===== config.mk =====
export PLATFORM = sky130hd
export DESIGN_NAME = inv_mixcolumns_xor_flat
export DESIGN_NICKNAME = d
export VERILOG_FILES = /design/src/rtl/inv_mixcolumns_xor_if.sv /design/src/rtl/inv_mixcolumns_xor.sv /design/src/flat_wrapper.sv
export SDC_FILE = /design/constraint.sdc
export NUM_CORES = 1
export LEC_CHECK = 0
export BUFFER_PORTS_ARGS = -buffer_cell sky130_fd_sc_hd__buf_2
export CAP_MARGIN = 40
export CORE_AREA = 2 2 166 184
export CTS_CLUSTER_DIAMETER = 30
export CTS_CLUSTER_SIZE = 20
export DETAILED_ROUTE_END_ITERATION = 16
export DIE_AREA = 0 0 168 186
export GPL_ROUTABILITY_DRIVEN = 0
export GPL_TIMING_DRIVEN = 0
export PLACE_DENSITY_LB_ADDON = 0.08
export SLEW_MARGIN = 20
export SYNTH_ARGS = -nofsm -noshare
export SYNTH_HDL_FRONTEND = slang
export SYNTH_SLANG_ARGS = --single-unit

===== constraint.sdc =====
create_clock -name clk -period 3 [get_ports clk]
set_input_delay 0.45 -clock clk [delete_from_list [all_inputs] [get_ports clk]]
set_output_delay 0.45 -clock clk [all_outputs]
set_load 0.1 [all_outputs]

===== src/rtl/inv_mixcolumns_xor_if.sv =====
// Handshake bundle for the inverse AddRoundKey + InvMixColumns stage.
// The master side is the upstream/downstream environment; the slave side is the stage itself.
interface inv_mixcolumns_xor_if #(
    parameter int unsigned NCOL = 4
);
    logic                   in_valid;
    logic                   in_ready;
    logic [32*NCOL-1:0]     in_state;
    logic [32*NCOL-1:0]     in_key;
    logic                   skip_mix;
    logic                   out_valid;
    logic                   out_ready;
    logic [32*NCOL-1:0]     out_state;
    logic                   busy;

    modport master (
        output in_valid, in_state, in_key, skip_mix, out_ready,
        input  in_ready, out_valid, out_state, busy
    );

    modport slave (
        input  in_valid, in_state, in_key, skip_mix, out_ready,
        output in_ready, out_valid, out_state, busy
    );
endinterface


===== src/rtl/inv_mixcolumns_xor.sv =====
// AES inverse round stage: AddRoundKey followed by InvMixColumns, one column per clock
// through a single shared column unit. skip_mix bypasses InvMixColumns for the final round.
module inv_mixcolumns_xor #(
    parameter int unsigned NCOL = 4
) (
    input  logic                 clk,
    input  logic                 rst_n,
    inv_mixcolumns_xor_if.slave  bus
);
    localparam int unsigned W  = 32 * NCOL;
    localparam int unsigned CW = (NCOL > 1) ? $clog2(NCOL) : 1;
    localparam logic [CW-1:0] LAST_COL = CW'(NCOL - 1);

    localparam logic [1:0] IDLE = 2'd0;
    localparam logic [1:0] RUN  = 2'd1;
    localparam logic [1:0] DONE = 2'd2;

    logic [1:0]    state;
    logic [CW-1:0] col;
    logic [W-1:0]  work;
    logic          skip_q;
    logic [W-1:0]  out_state_q;
    logic          out_valid_q;
    logic          in_ready_q;
    logic [31:0]   col_in;
    logic [31:0]   col_mixed;
    logic [31:0]   col_res;

    // Multiply by x in GF(2^8) modulo x^8+x^4+x^3+x+1.
    function automatic logic [7:0] xtime(input logic [7:0] b);
        return {b[6:0], 1'b0} ^ (b[7] ? 8'h1b : 8'h00);
    endfunction

    function automatic logic [7:0] mul09(input logic [7:0] b);
        logic [7:0] x8;
        x8 = xtime(xtime(xtime(b)));
        return x8 ^ b;
    endfunction

    function automatic logic [7:0] mul0b(input logic [7:0] b);
        logic [7:0] x2, x8;
        x2 = xtime(b);
        x8 = xtime(xtime(x2));
        return x8 ^ x2 ^ b;
    endfunction

    function automatic logic [7:0] mul0d(input logic [7:0] b);
        logic [7:0] x4, x8;
        x4 = xtime(xtime(b));
        x8 = xtime(x4);
        return x8 ^ x4 ^ b;
    endfunction

    function automatic logic [7:0] mul0e(input logic [7:0] b);
        logic [7:0] x2, x4, x8;
        x2 = xtime(b);
        x4 = xtime(x2);
        x8 = xtime(x4);
        return x8 ^ x4 ^ x2;
    endfunction

    // Select the work column addressed by the column counter (column 0 is the MSB word).
    always_comb begin
        col_in = '0;
        for (int unsigned c = 0; c < NCOL; c++) begin
            if (col == c[CW-1:0]) begin
                col_in = work[(NCOL-1-c)*32 +: 32];
            end
        end
    end

    // Shared InvMixColumns column unit, with bypass for the final inverse round.
    always_comb begin
        logic [7:0] a0, a1, a2, a3;
        a0 = col_in[31:24];
        a1 = col_in[23:16];
        a2 = col_in[15:8];
        a3 = col_in[7:0];
        col_mixed[31:24] = mul0e(a0) ^ mul0b(a1) ^ mul0d(a2) ^ mul09(a3);
        col_mixed[23:16] = mul09(a0) ^ mul0e(a1) ^ mul0b(a2) ^ mul0d(a3);
        col_mixed[15:8]  = mul0d(a0) ^ mul09(a1) ^ mul0e(a2) ^ mul0b(a3);
        col_mixed[7:0]   = mul0b(a0) ^ mul0d(a1) ^ mul09(a2) ^ mul0e(a3);
        col_res = skip_q ? col_in : col_mixed;
    end

    // Control FSM, work register and progressively written result register.
    always_ff @(posedge clk) begin
        if (!rst_n) begin
            state       <= IDLE;
            col         <= '0;
            work        <= '0;
            skip_q      <= 1'b0;
            out_state_q <= '0;
            out_valid_q <= 1'b0;
            in_ready_q  <= 1'b1;
        end else begin
            case (state)
                IDLE: begin
                    if (bus.in_valid && in_ready_q) begin
                        work       <= bus.in_state ^ bus.in_key;
                        skip_q     <= bus.skip_mix;
                        col        <= '0;
                        in_ready_q <= 1'b0;
                        state      <= RUN;
                    end
                end
                RUN: begin
                    for (int unsigned c = 0; c < NCOL; c++) begin
                        if (col == c[CW-1:0]) begin
                            out_state_q[(NCOL-1-c)*32 +: 32] <= col_res;
                        end
                    end
                    col <= col + 1'b1;
                    if (col == LAST_COL) begin
                        out_valid_q <= 1'b1;
                        state       <= DONE;
                    end
                end
                DONE: begin
                    if (out_valid_q && bus.out_ready) begin
                        out_valid_q <= 1'b0;
                        in_ready_q  <= 1'b1;
                        state       <= IDLE;
                    end
                end
                default: begin
                    state <= IDLE;
                end
            endcase
        end
    end

    assign bus.in_ready  = in_ready_q;
    assign bus.out_valid = out_valid_q;
    assign bus.out_state = out_state_q;
    assign bus.busy      = (state != IDLE);
endmodule


===== src/flat_wrapper.sv =====
// flat-port wrapper written by rule: the top's interface ports become plain ports
module inv_mixcolumns_xor_flat 
#(
    parameter int unsigned NCOL = 4
)
  (clk, rst_n, bus_in_valid, bus_in_state, bus_in_key, bus_skip_mix, bus_out_ready, bus_in_ready, bus_out_valid, bus_out_state, bus_busy);
  inv_mixcolumns_xor_if #(.NCOL(NCOL)) bus_i ();
  input  logic clk;
  input  logic rst_n;
  input wire logic [$bits(bus_i.in_valid)-1:0] bus_in_valid;
  input wire logic [$bits(bus_i.in_state)-1:0] bus_in_state;
  input wire logic [$bits(bus_i.in_key)-1:0] bus_in_key;
  input wire logic [$bits(bus_i.skip_mix)-1:0] bus_skip_mix;
  input wire logic [$bits(bus_i.out_ready)-1:0] bus_out_ready;
  output wire logic [$bits(bus_i.in_ready)-1:0] bus_in_ready;
  output wire logic [$bits(bus_i.out_valid)-1:0] bus_out_valid;
  output wire logic [$bits(bus_i.out_state)-1:0] bus_out_state;
  output wire logic [$bits(bus_i.busy)-1:0] bus_busy;
  assign bus_i.in_valid = bus_in_valid;
  assign bus_i.in_state = bus_in_state;
  assign bus_i.in_key = bus_in_key;
  assign bus_i.skip_mix = bus_skip_mix;
  assign bus_i.out_ready = bus_out_ready;
  assign bus_in_ready = bus_i.in_ready;
  assign bus_out_valid = bus_i.out_valid;
  assign bus_out_state = bus_i.out_state;
  assign bus_busy = bus_i.busy;
  inv_mixcolumns_xor #(.NCOL(NCOL)) u_core (.clk(clk), .rst_n(rst_n), .bus(bus_i));
endmodule

==> reports/metrics.csv, run 1 <==
stage;metric;value;unit
die;die_area;0.0312;mm2
grt;overflow;0;
route;firstDrtPassIters;6;
synthesis;yosysTopAreaCell;dfxtp_1;
run_status;violations;setup timing;
pwr;p_int;13.6;mW
synthesis;syn_inst;1522;
placed_design;dp_hpwl;38000;um
sta;finalHoldViolations;0;
synthesis;synth_edf_count;0;
synthesis;ys.flop_type;dfxtp_1;
placed_design;post_dp_cell_area;0.0167;mm2
placed_design;portBuffers;390;
synthesis;netlist_area;0.0139;mm2
cts;cts_tree;built;
worst_setup_path;path_max_fanout;7;
grt;grtUsageTotal;34.8;%
run_status;status;finished with violations;
worst_setup_path;crit_type;reg -> reg;
cells_and_area;drive_gt1_share;46.0;%
sta;finClkSkew;0.0153;ns
pwr;comb_power_share;59.0;%
sta;slew-limit-headroom;31.4;%
route;route.met2.wl;31900;um
synthesis;synth.distinct_cells;49;
sta;post-route-worst-setup-slack;-1.26;ns
route;wirelength;68200;um
pwr;ir_drop;0.000665;V
pwr;power_density;1050;mW/mm2
grt;grt_max_degree;12;
pwr;total_leakage_power;9.37;nW
route;wire_per_inst;26.4;um
synthesis;synth_fp_nets;1787;
route;drtAntennaViolNets;0;
route;wl_met3;7010;um
synthesis;ys_ff_latch;263;
placed_design;post-place-ws;-0.984;ns
route;vias_per_cell;5.97;
synthesis;async_flop_share;0;%
grt;antenna_found_initial;3;
min_path;hold_depth;3;
synthesis;syn_avg_cell_area;9.14;um2
cells_and_area;n_antenna_cell;0;
pwr;p_sw;10.2;mW
route;top_layer_used;met5;
sta;setup_tns;-73.42;ns
route;drt-initial-drc-count;1291;
cts;cts.clk_slew.worst_paths;0.05;ns
die;boundaryPins;392;
cts;cts_buffer_depth;3;
sta;period_minus_slack;4.26;ns
die;die_w;168;um
worst_setup_path;cp.required;3.50;ns
cells_and_area;layout_common_cells;buf_2, dfxtp_1, nor2_1, xnor2_1, buf_4;
die;fp.coreArea;0.0293;mm2
pwr;seq_power_share;17.2;%
cells_and_area;fin_area;0.0227;mm2
cts;clock_sinks;263;
sta;hold_ws;0.177;ns
cts;worstSkewPairLatency;0.58;ns
cells_and_area;nNetsFinal;2435;
pwr;clockPowerShare;23.8;%
worst_setup_path;worstPathArrival;4.76;ns
grt;grt_pass1_wl;81600;um
sta;rsz0062_at_grt;yes;
synthesis;yosysSeqAreaShare;37.8;%
cts;cts_root_buf;clkbuf_16;
grt;grt_pass1_vias;14035;
sta;fmax;235;MHz
synthesis;yosys_warnings;0;
worst_setup_path;r2r_cells;12;
cells_and_area;final_common_cell;buf_2;
worst_setup_path;critPathCaptureType;register;
cts;cts_buffers;46;
cts;cts_max_level;2;
sta;setup_violations;128;
cells_and_area;synthToLayoutAreaGrowth;63.5;%
route;met1_length;21900;um
min_path;hold_path.class;in -> reg;
synthesis;synthTopCellsByArea;dfxtp_1, xnor2_1, a211oi_1;
sta;min_period_over_period;142;%
die;rows;66;
route;drc;0;
synthesis;synth_top_area_share;37.8;%
die;initial_core_util;47.5;%
pwr;switching_share;42.9;%
sta;worst_slew_pin_slew;1.03;ns
flow_run;drv_cap;0;
sta;report.final.slew_viol_count;0;
worst_setup_path;start_kind;register;
die;die_y;186;um
route;vias;15419;
pwr;p_total;23.8;mW
==> per-layer routing <==
metal | vias to the layer above | global-route usage (%)
met4 | 2 | 26.0
met1 | 7232 | 37.5
met2 | 1177 | 60.6
li1 | 6559 | -
met5 | - | 0
met3 | 449 | 7.42
==> area by class of cell <==
class                           instances  area, um2
Tap cell                              374        468
Clock inverter                         31        392
Timing Repair Buffer                  603       4120
Sequential cell                       263       5270
Fill cell                            1775       6570
Inverter                               11       46.3
Buffer                                112        694
Clock buffer                           55       1280
Multi-Input combinational cell       1133      10500
==> metrics by stage <==
| stage | instances | utilization (%) |
|---|---|---|
| after floorplan | 1522 | - |
| after global placement | 2286 | 56.9 |
| after detailed placement | 2286 | 56.9 |
| after CTS | 2497 | 71.1 |
| after global routing | 2582 | 77.6 |
| final | 2582 | 77.6 |
==> synthesized netlist by cell type, types with 7 or more instances <==
master / number
a211oi_1: 160
inv_1: 9
xor2_1: 21
nand3b_1: 24
nor2b_1: 21
o31ai_1: 19
xnor2_1: 250
and2_1: 8
a31oi_1: 8
nand3_1: 25
xnor3_1: 28
clkbuf_1: 84
nor2_1: 178
dfxtp_1: 263
nand2b_1: 7
buf_4: 7
a21oi_1: 120
nand2_1: 96
nor3b_1: 14
o21ai_0: 65
mux2i_1: 24
buf_2: 12
==> path summary, 6_finish.rpt <==
path / from / end / slack (ns)
hold reg to reg: u_core.bus.out_state[117] / u_core.bus.out_state[117] / 0.45
setup / recovery: u_core.col[1] / u_core.bus.out_state[26] / -1.26
setup reg to reg: u_core.col[1] / u_core.bus.out_state[26] / -1.26
hold / removal: bus_in_state[35] / u_core.work[35] / 0.18
==> kinds of logic after synthesis <==
logic type / after synthesis / share of synthesized area, %
flip-flops: 263 / 37.8
adder cells (fa/ha/maj): 4 / 0.360
AND/OR/NAND/NOR: 385 / 12.8
XOR/XNOR: 312 / 23.5
buffers and inverters: 126 / 4.02
AO/OA/AOI/OAI: 407 / 19.6
multiplexers: 25 / 1.81
==> timing repair <==
item | CTS | global route
gates cloned | 5 | 3
pin swaps | 129 | 106
hold buffers | 0 | 0
buffers inserted | 121 | 87
setup endpoints to repair | 128 | 129
gates resized for setup | 244 | 199
==> sequential cells by signal (all words and copies together) (netlist names) <==
name,cells
u_core.bus.in_ready,1
u_core.skip_q,1
u_core.bus.out_state,128
u_core.work,128
u_core.col,2
u_core.state,2
u_core.bus.out_valid,1
==> power groups by stage <==
stage,logic [mW],clock network (mW),registers (mW)
2_1_floorplan,4.88,0,4.98
6_report,14.0,5.68,4.10
4_1_cts,10.8,5.58,4.05
3_3_place_gp,7.86,0,4.10
5_1_grt,14.2,5.84,4.11
3_5_place_dp,7.93,0,4.11
==> critical path, cell delays in order (launching register included) <==
cell      delay (ns)
dfxtp_4         0.40
inv_4           0.07
ha_4            0.20
buf_12          0.15
nand3b_1        0.40
a211oi_4        0.45
buf_4           0.31
xor2_1          0.17
xnor2_1         0.71
xnor3_1         0.66
a21oi_4         0.37
nand2_1         0.11
a21oi_1         0.15
(Power assumes the default switching activity.)
==> run 2, diff against run 1 <==
RECOVER_POWER = 100   (was default)
==> run 2 against run 1 <==
Compared with the run above:
- the run still ends with setup timing left
- die area is the same
- sequential power is essentially flat
- design area shrank 0.72%
- clock skew grew 0.00082 ns
- via count shrank 0.32%
- largest cell class unchanged
- largest power group unchanged
==> reports/metrics.csv, run 2 (synthesis gave the netlist of run 1 again) <==
stage;metric;value;unit
worst_setup_path;setup.worst_path.start;u_core.col[1];
sta;setup_violations;128;
sta;slew-limit-headroom;18.6;%
pwr;p_total;23.8;mW
cells_and_area;drive_gt1_share;40.1;%
min_path;hold_path.class;in -> reg;
placed_design;post_dp_cell_area;0.0167;mm2
cells_and_area;instances_no_fill;2582;
die;die_w;168;um
flow_run;drv_cap;0;
grt;grt_pass1_vias;14035;
route;wl_met3;7160;um
cts;cts_buffers;46;
route;drc;0;
pwr;total_leakage_power;8.81;nW
route;top_layer_used;met5;
cells_and_area;fin_area;0.0226;mm2
grt;grtUsageTotal;34.8;%
grt;grt_max_degree;12;
sta;fmax;235;MHz
sta;report.final.slew_viol_count;0;
cts;cts_buffer_depth;3;
cells_and_area;final_util;77.0;%
sta;post-route-worst-setup-slack;-1.26;ns
die;rows;66;
worst_setup_path;cp.required;3.50;ns
worst_setup_path;crit_type;reg -> reg;
route;wire_per_inst;26.4;um
die;die_area;0.0312;mm2
route;vias_per_cell;5.95;
sta;min_period_over_period;142;%
sta;hold_ws;0.170;ns
route;met1_length;21800;um
cts;clock_sinks;263;
grt;grt_pass1_wl;81600;um
cells_and_area;layout_common_cells;dfxtp_1, buf_2, clkbuf_1, nor2_1, xnor2_1;
sta;finalHoldViolations;0;
route;vias;15369;
route;route.met2.wl;31800;um
route;wirelength;68300;um
sta;rsz0062_at_grt;yes;
die;die_y;186;um
cells_and_area;final_common_cell;dfxtp_1;
sta;setup_tns;-74.21;ns
pwr;ir_drop;0.000663;V
worst_setup_path;start_kind;register;
die;fp.coreArea;0.0293;mm2
die;initial_core_util;47.5;%
cts;cts.clk_slew.worst_paths;0.05;ns
route;drtAntennaViolNets;0;
route;firstDrtPassIters;5;
cts;cts_root_buf;clkbuf_16;
min_path;hp-start;bus_in_state[35];
cells_and_area;synthToLayoutAreaGrowth;62.3;%
run_status;violations;setup timing;
cts;cts_tree;built;
worst_setup_path;worstPathArrival;4.75;ns
cts;worstSkewPairLatency;0.58;ns
pwr;power_density;1050;mW/mm2
cts;cts_max_level;2;
placed_design;dp_hpwl;38000;um
cells_and_area;n_antenna_cell;0;
run_status;status;finished with violations;
placed_design;post-place-ws;-0.984;ns
sta;finClkSkew;0.0161;ns
placed_design;portBuffers;390;
route;drt-initial-drc-count;1408;
sta;worst_slew_pin_slew;1.23;ns
sta;period_minus_slack;4.26;ns
worst_setup_path;r2r_start;u_core.col[1];
grt;overflow;0;
die;boundaryPins;392;
placed_design;dp.cells;2286;
grt;antenna_found_initial;3;
cells_and_area;nNetsFinal;2435;
worst_setup_path;path_max_fanout;7;
worst_setup_path;critPathCaptureType;register;
==> run 2: cell types whose count changed in the layout (fill, tap and decap cells not counted), sizes merged <==
cell,delta
buf,-132
clkbuf,+132
==> run 2: worst paths after layout <==
check / slack (ns) / endpoint / cells past startpoint
setup / recovery: -1.26 / u_core.bus.out_state[26] / 12
hold / removal: 0.17 / u_core.work[35] / 3
setup reg to reg: -1.26 / u_core.bus.out_state[26] / 12
hold reg to reg: 0.45 / u_core.bus.out_state[117] / 2
==> run 2: timing repair <==
action | 4_1_cts | 5_1_grt
setup buffers | 121 | 87
pin swaps | 129 | 106
endpoints found under the setup margin | 128 | 129
hold buffers | 0 | 0
gates resized for setup | 244 | 199
gates cloned | 5 | 3
==> run 2: cell type report <==
type,count,area [um2]
sequential,263,5270
timing repair buffer,603,3960
buffer,112,694
fill,1861,6730
clock inverter,31,392
clock buffer,55,1280
inverter,11,46.3
tap,374,468
multi-input combinational,1133,10500
==> run 2: where the power goes <==
| group | total, mW | internal, mW | switching, mW |
|---|---|---|---|
| logic | 14.0 | 6.00 | 8.00 |
| registers | 4.10 | 3.81 | 0.289 |
| clock network | 5.68 | 3.74 | 1.94 |
==> run 2: routing by layer <==
layer,global-route usage [%],vias to the layer above
met2,60.6,1150
met3,7.42,456
met4,26.0,2
met1,37.5,7188
li1,-,6573
met5,0,-
==> run 2: critical path: stages (launching register included) <==
cell and delay [ns]:
dfxtp_4 0.41, inv_4 0.07, ha_4 0.20, buf_12 0.15, nand3b_1 0.40, a211oi_4 0.45
buf_4 0.32, xor2_1 0.16, xnor2_1 0.69, xnor3_1 0.66, a21oi_4 0.38, nand2_1 0.10
a21oi_1 0.16
==> run 3, diff against run 2 <==
BUFFER_PORTS_ARGS = default   (was -buffer_cell sky130_fd_sc_hd__buf_2)
CORE_AREA = 2 2 151 168   (was 2 2 166 184)
DIE_AREA = 0 0 153 170   (was 0 0 168 186)
DONT_BUFFER_PORTS = 1   (was default)
HOLD_SLACK_MARGIN = 0.06   (was default)
SLEW_MARGIN = 40   (was 20)
==> run 3 against run 2 <==
Compared with the run above:
- the run still ends with setup timing left
- critical path depth increased by 3
- total power fell by 11%
- hold slack worse by 0.087 ns
- sequential cell count did not move
- design area shrank 13%
- combinational power shrank 21%
==> reports/metrics.csv, run 3 (synthesis gave the netlist of run 1 again) <==
stage;metric;value;unit
route;vias;13441;
sta;min_period_over_period;125;%
sta;report.final.slew_viol_count;0;
sta;fmax;268;MHz
route;firstDrtPassIters;5;
run_status;violations;setup timing;
worst_setup_path;critPathCaptureType;register;
cells_and_area;fin_area;0.0196;mm2
sta;setup_violations;130;
sta;finalHoldViolations;0;
pwr;total_leakage_power;7.13;nW
route;drc;0;
worst_setup_path;crit_type;reg -> reg;
placed_design;dp_hpwl;35500;um
min_path;min_to;u_core.skip_q;
worst_setup_path;r2r_cells;15;
worst_setup_path;cpMostUsedCell;buf_8;
sta;setup_tns;-54.81;ns
die;boundaryPins;392;
grt;grt_max_degree;13;
route;wirelength;58300;um
flow_run;drv_cap;0;
sta;finClkSkew;0.0202;ns
cts;worstSkewPairLatency;0.54;ns
min_path;hold_path.class;in -> reg;
sta;hold_ws;0.0838;ns
grt;grt_pass1_wl;70800;um
route;vias_per_cell;6.48;
worst_setup_path;start_kind;register;
cts;cts_buffer_depth;3;
cts;clock_sinks;263;
placed_design;post_dp_cell_area;0.0148;mm2
die;fp.coreArea;0.0242;mm2
cts;cts_max_level;2;
cells_and_area;nNetsFinal;1999;
grt;grtUsageTotal;35.7;%
grt;antenna_found_initial;0;
route;drt-initial-drc-count;1155;
sta;rsz0062_at_grt;yes;
sta;slew-limit-headroom;31.6;%
cells_and_area;drive_gt1_share;31.6;%
worst_setup_path;worstPathArrival;4.11;ns
worst_setup_path;path_buf_inv;5;
route;drtAntennaViolNets;0;
cells_and_area;layout_common_cells;dfxtp_1, xnor2_1, nor2_1, a211oi_1, buf_4;
cells_and_area;n_antenna_cell;0;
worst_setup_path;cp_top_family;XOR/XNOR gates;
cts;cts_root_buf;clkbuf_16;
worst_setup_path;crit_path_max_incr_delay;0.52;ns
cts;cts.clk_slew.worst_paths;0.05;ns
worst_setup_path;crit_chain;inv_6 -> ha_4 -> buf_8 -> buf_8 -> buf_8 -> nand3b_1 -> a211oi_4 -> buf_6 -> xnor2_4 -> xnor2_2 -> xnor2_2 -> xnor3_1 -> xnor3_2 -> o21ai_1 -> a21oi_1;
cells_and_area;synthToLayoutAreaGrowth;40.6;%
min_path;hold_depth;2;
worst_setup_path;cp.required;3.38;ns
worst_setup_path;slowest_stage;xnor3_2;
die;die_y;170;um
run_status;status;finished with violations;
placed_design;portBuffers;0;
sta;period_minus_slack;3.74;ns
cells_and_area;final_util;80.7;%
worst_setup_path;r2r_end;u_core.bus.out_state[123];
die;rows;60;
sta;post-route-worst-setup-slack;-0.736;ns
grt;grt_pass1_vias;12201;
die;die_area;0.0260;mm2
pwr;power_density;1080;mW/mm2
sta;worst_slew_pin_slew;1.03;ns
die;die_w;153;um
pwr;ir_drop;0.000713;V
worst_setup_path;reg2reg_slack;-0.74;ns
route;wire_per_inst;28.1;um
cts;cts_buffers;44;
cts;cts_hold_buf;0;
cts;cts_tree;built;
die;initial_core_util;57.4;%
worst_setup_path;path_max_fanout;6;
grt;overflow;0;
worst_setup_path;r2r_start;u_core.col[1];
cells_and_area;final_common_cell;dfxtp_1;
min_path;hp-start;bus_skip_mix;
-- run 3: cell count changes in the layout (fill, tap and decap cells not counted), moves of 11 or more --
cell,delta
a21oi_1,-11
a21oi_2,+14
buf_2,-259
buf_4,-15
buf_6,-24
clkbuf_1,-134
xnor2_1,+15
xnor2_4,-19
-- run 3: layout make-up --
cell class | instances | area [um2]
fill | 1484 | 4680
clock buffer | 55 | 1210
timing repair buffer | 167 | 1640
multi-input combinational | 1133 | 10000
inverter | 11 | 51.3
tap | 310 | 388
sequential | 263 | 5280
clock inverter | 22 | 258
buffer | 114 | 712
-- run 3: report_power, final --
group          internal [mW]  switching [mW]
logic                   5.07            6.05
clock network           3.23            1.81
registers               3.81            1.26
total                   12.1            9.12
-- run 3: worst max-delay path by stage --
stage	depth (start not counted)	start	to	slack, ns
after floorplan	13	u_core.col[0]	u_core.bus.out_state[107]	-0.06
after global placement	13	u_core.col[1]	u_core.bus.out_state[13]	-1.03
after global routing	13	u_core.col[1]	u_core.bus.out_state[19]	-0.89
final	15	u_core.col[1]	u_core.bus.out_state[123]	-0.74
after detailed placement	13	u_core.col[1]	u_core.bus.out_state[13]	-1.09
after CTS	13	u_core.col[1]	u_core.bus.out_state[124]	-0.39
-- run 3: timing repair --
| item | 4_1_cts | 5_1_grt |
|---|---|---|
| pin swaps | 71 | 114 |
| setup buffers | 78 | 83 |
| cloned | 0 | 8 |
| resized for setup | 161 | 201 |
| endpoints found under the setup margin | 131 | 128 |
-- run 3: layer usage --
layer | part of all wire [%] | global-route usage (%)
met4 | 10 | 22.6
met1 | 31 | 38.5
met5 | 0 | 0
met3 | 9.8 | 6.14
met2 | 49 | 64.8
-- run 3: metrics by stage --
step / cells / power [mW] / worst slack (ns)
after floorplan: 1522 / 9.86 / -0.0619
after global routing: 2075 / 21.6 / -0.894
final: 2075 / 21.2 / -0.736
after detailed placement: 1832 / 11.7 / -1.09
after CTS: 1986 / 18.4 / -0.392
after global placement: 1832 / 11.6 / -1.03
-- run 3: worst register-to-register path, stage by stage (launching register included) --
cell	delay [ns]
dfxtp_4	0.41
inv_6	0.06
ha_4	0.20
buf_8	0.14
buf_8	0.13
buf_8	0.13
nand3b_1	0.29
a211oi_4	0.31
buf_6	0.16
xnor2_4	0.22
xnor2_2	0.16
xnor2_2	0.24
xnor3_1	0.33
xnor3_2	0.52
o21ai_1	0.17
a21oi_1	0.10
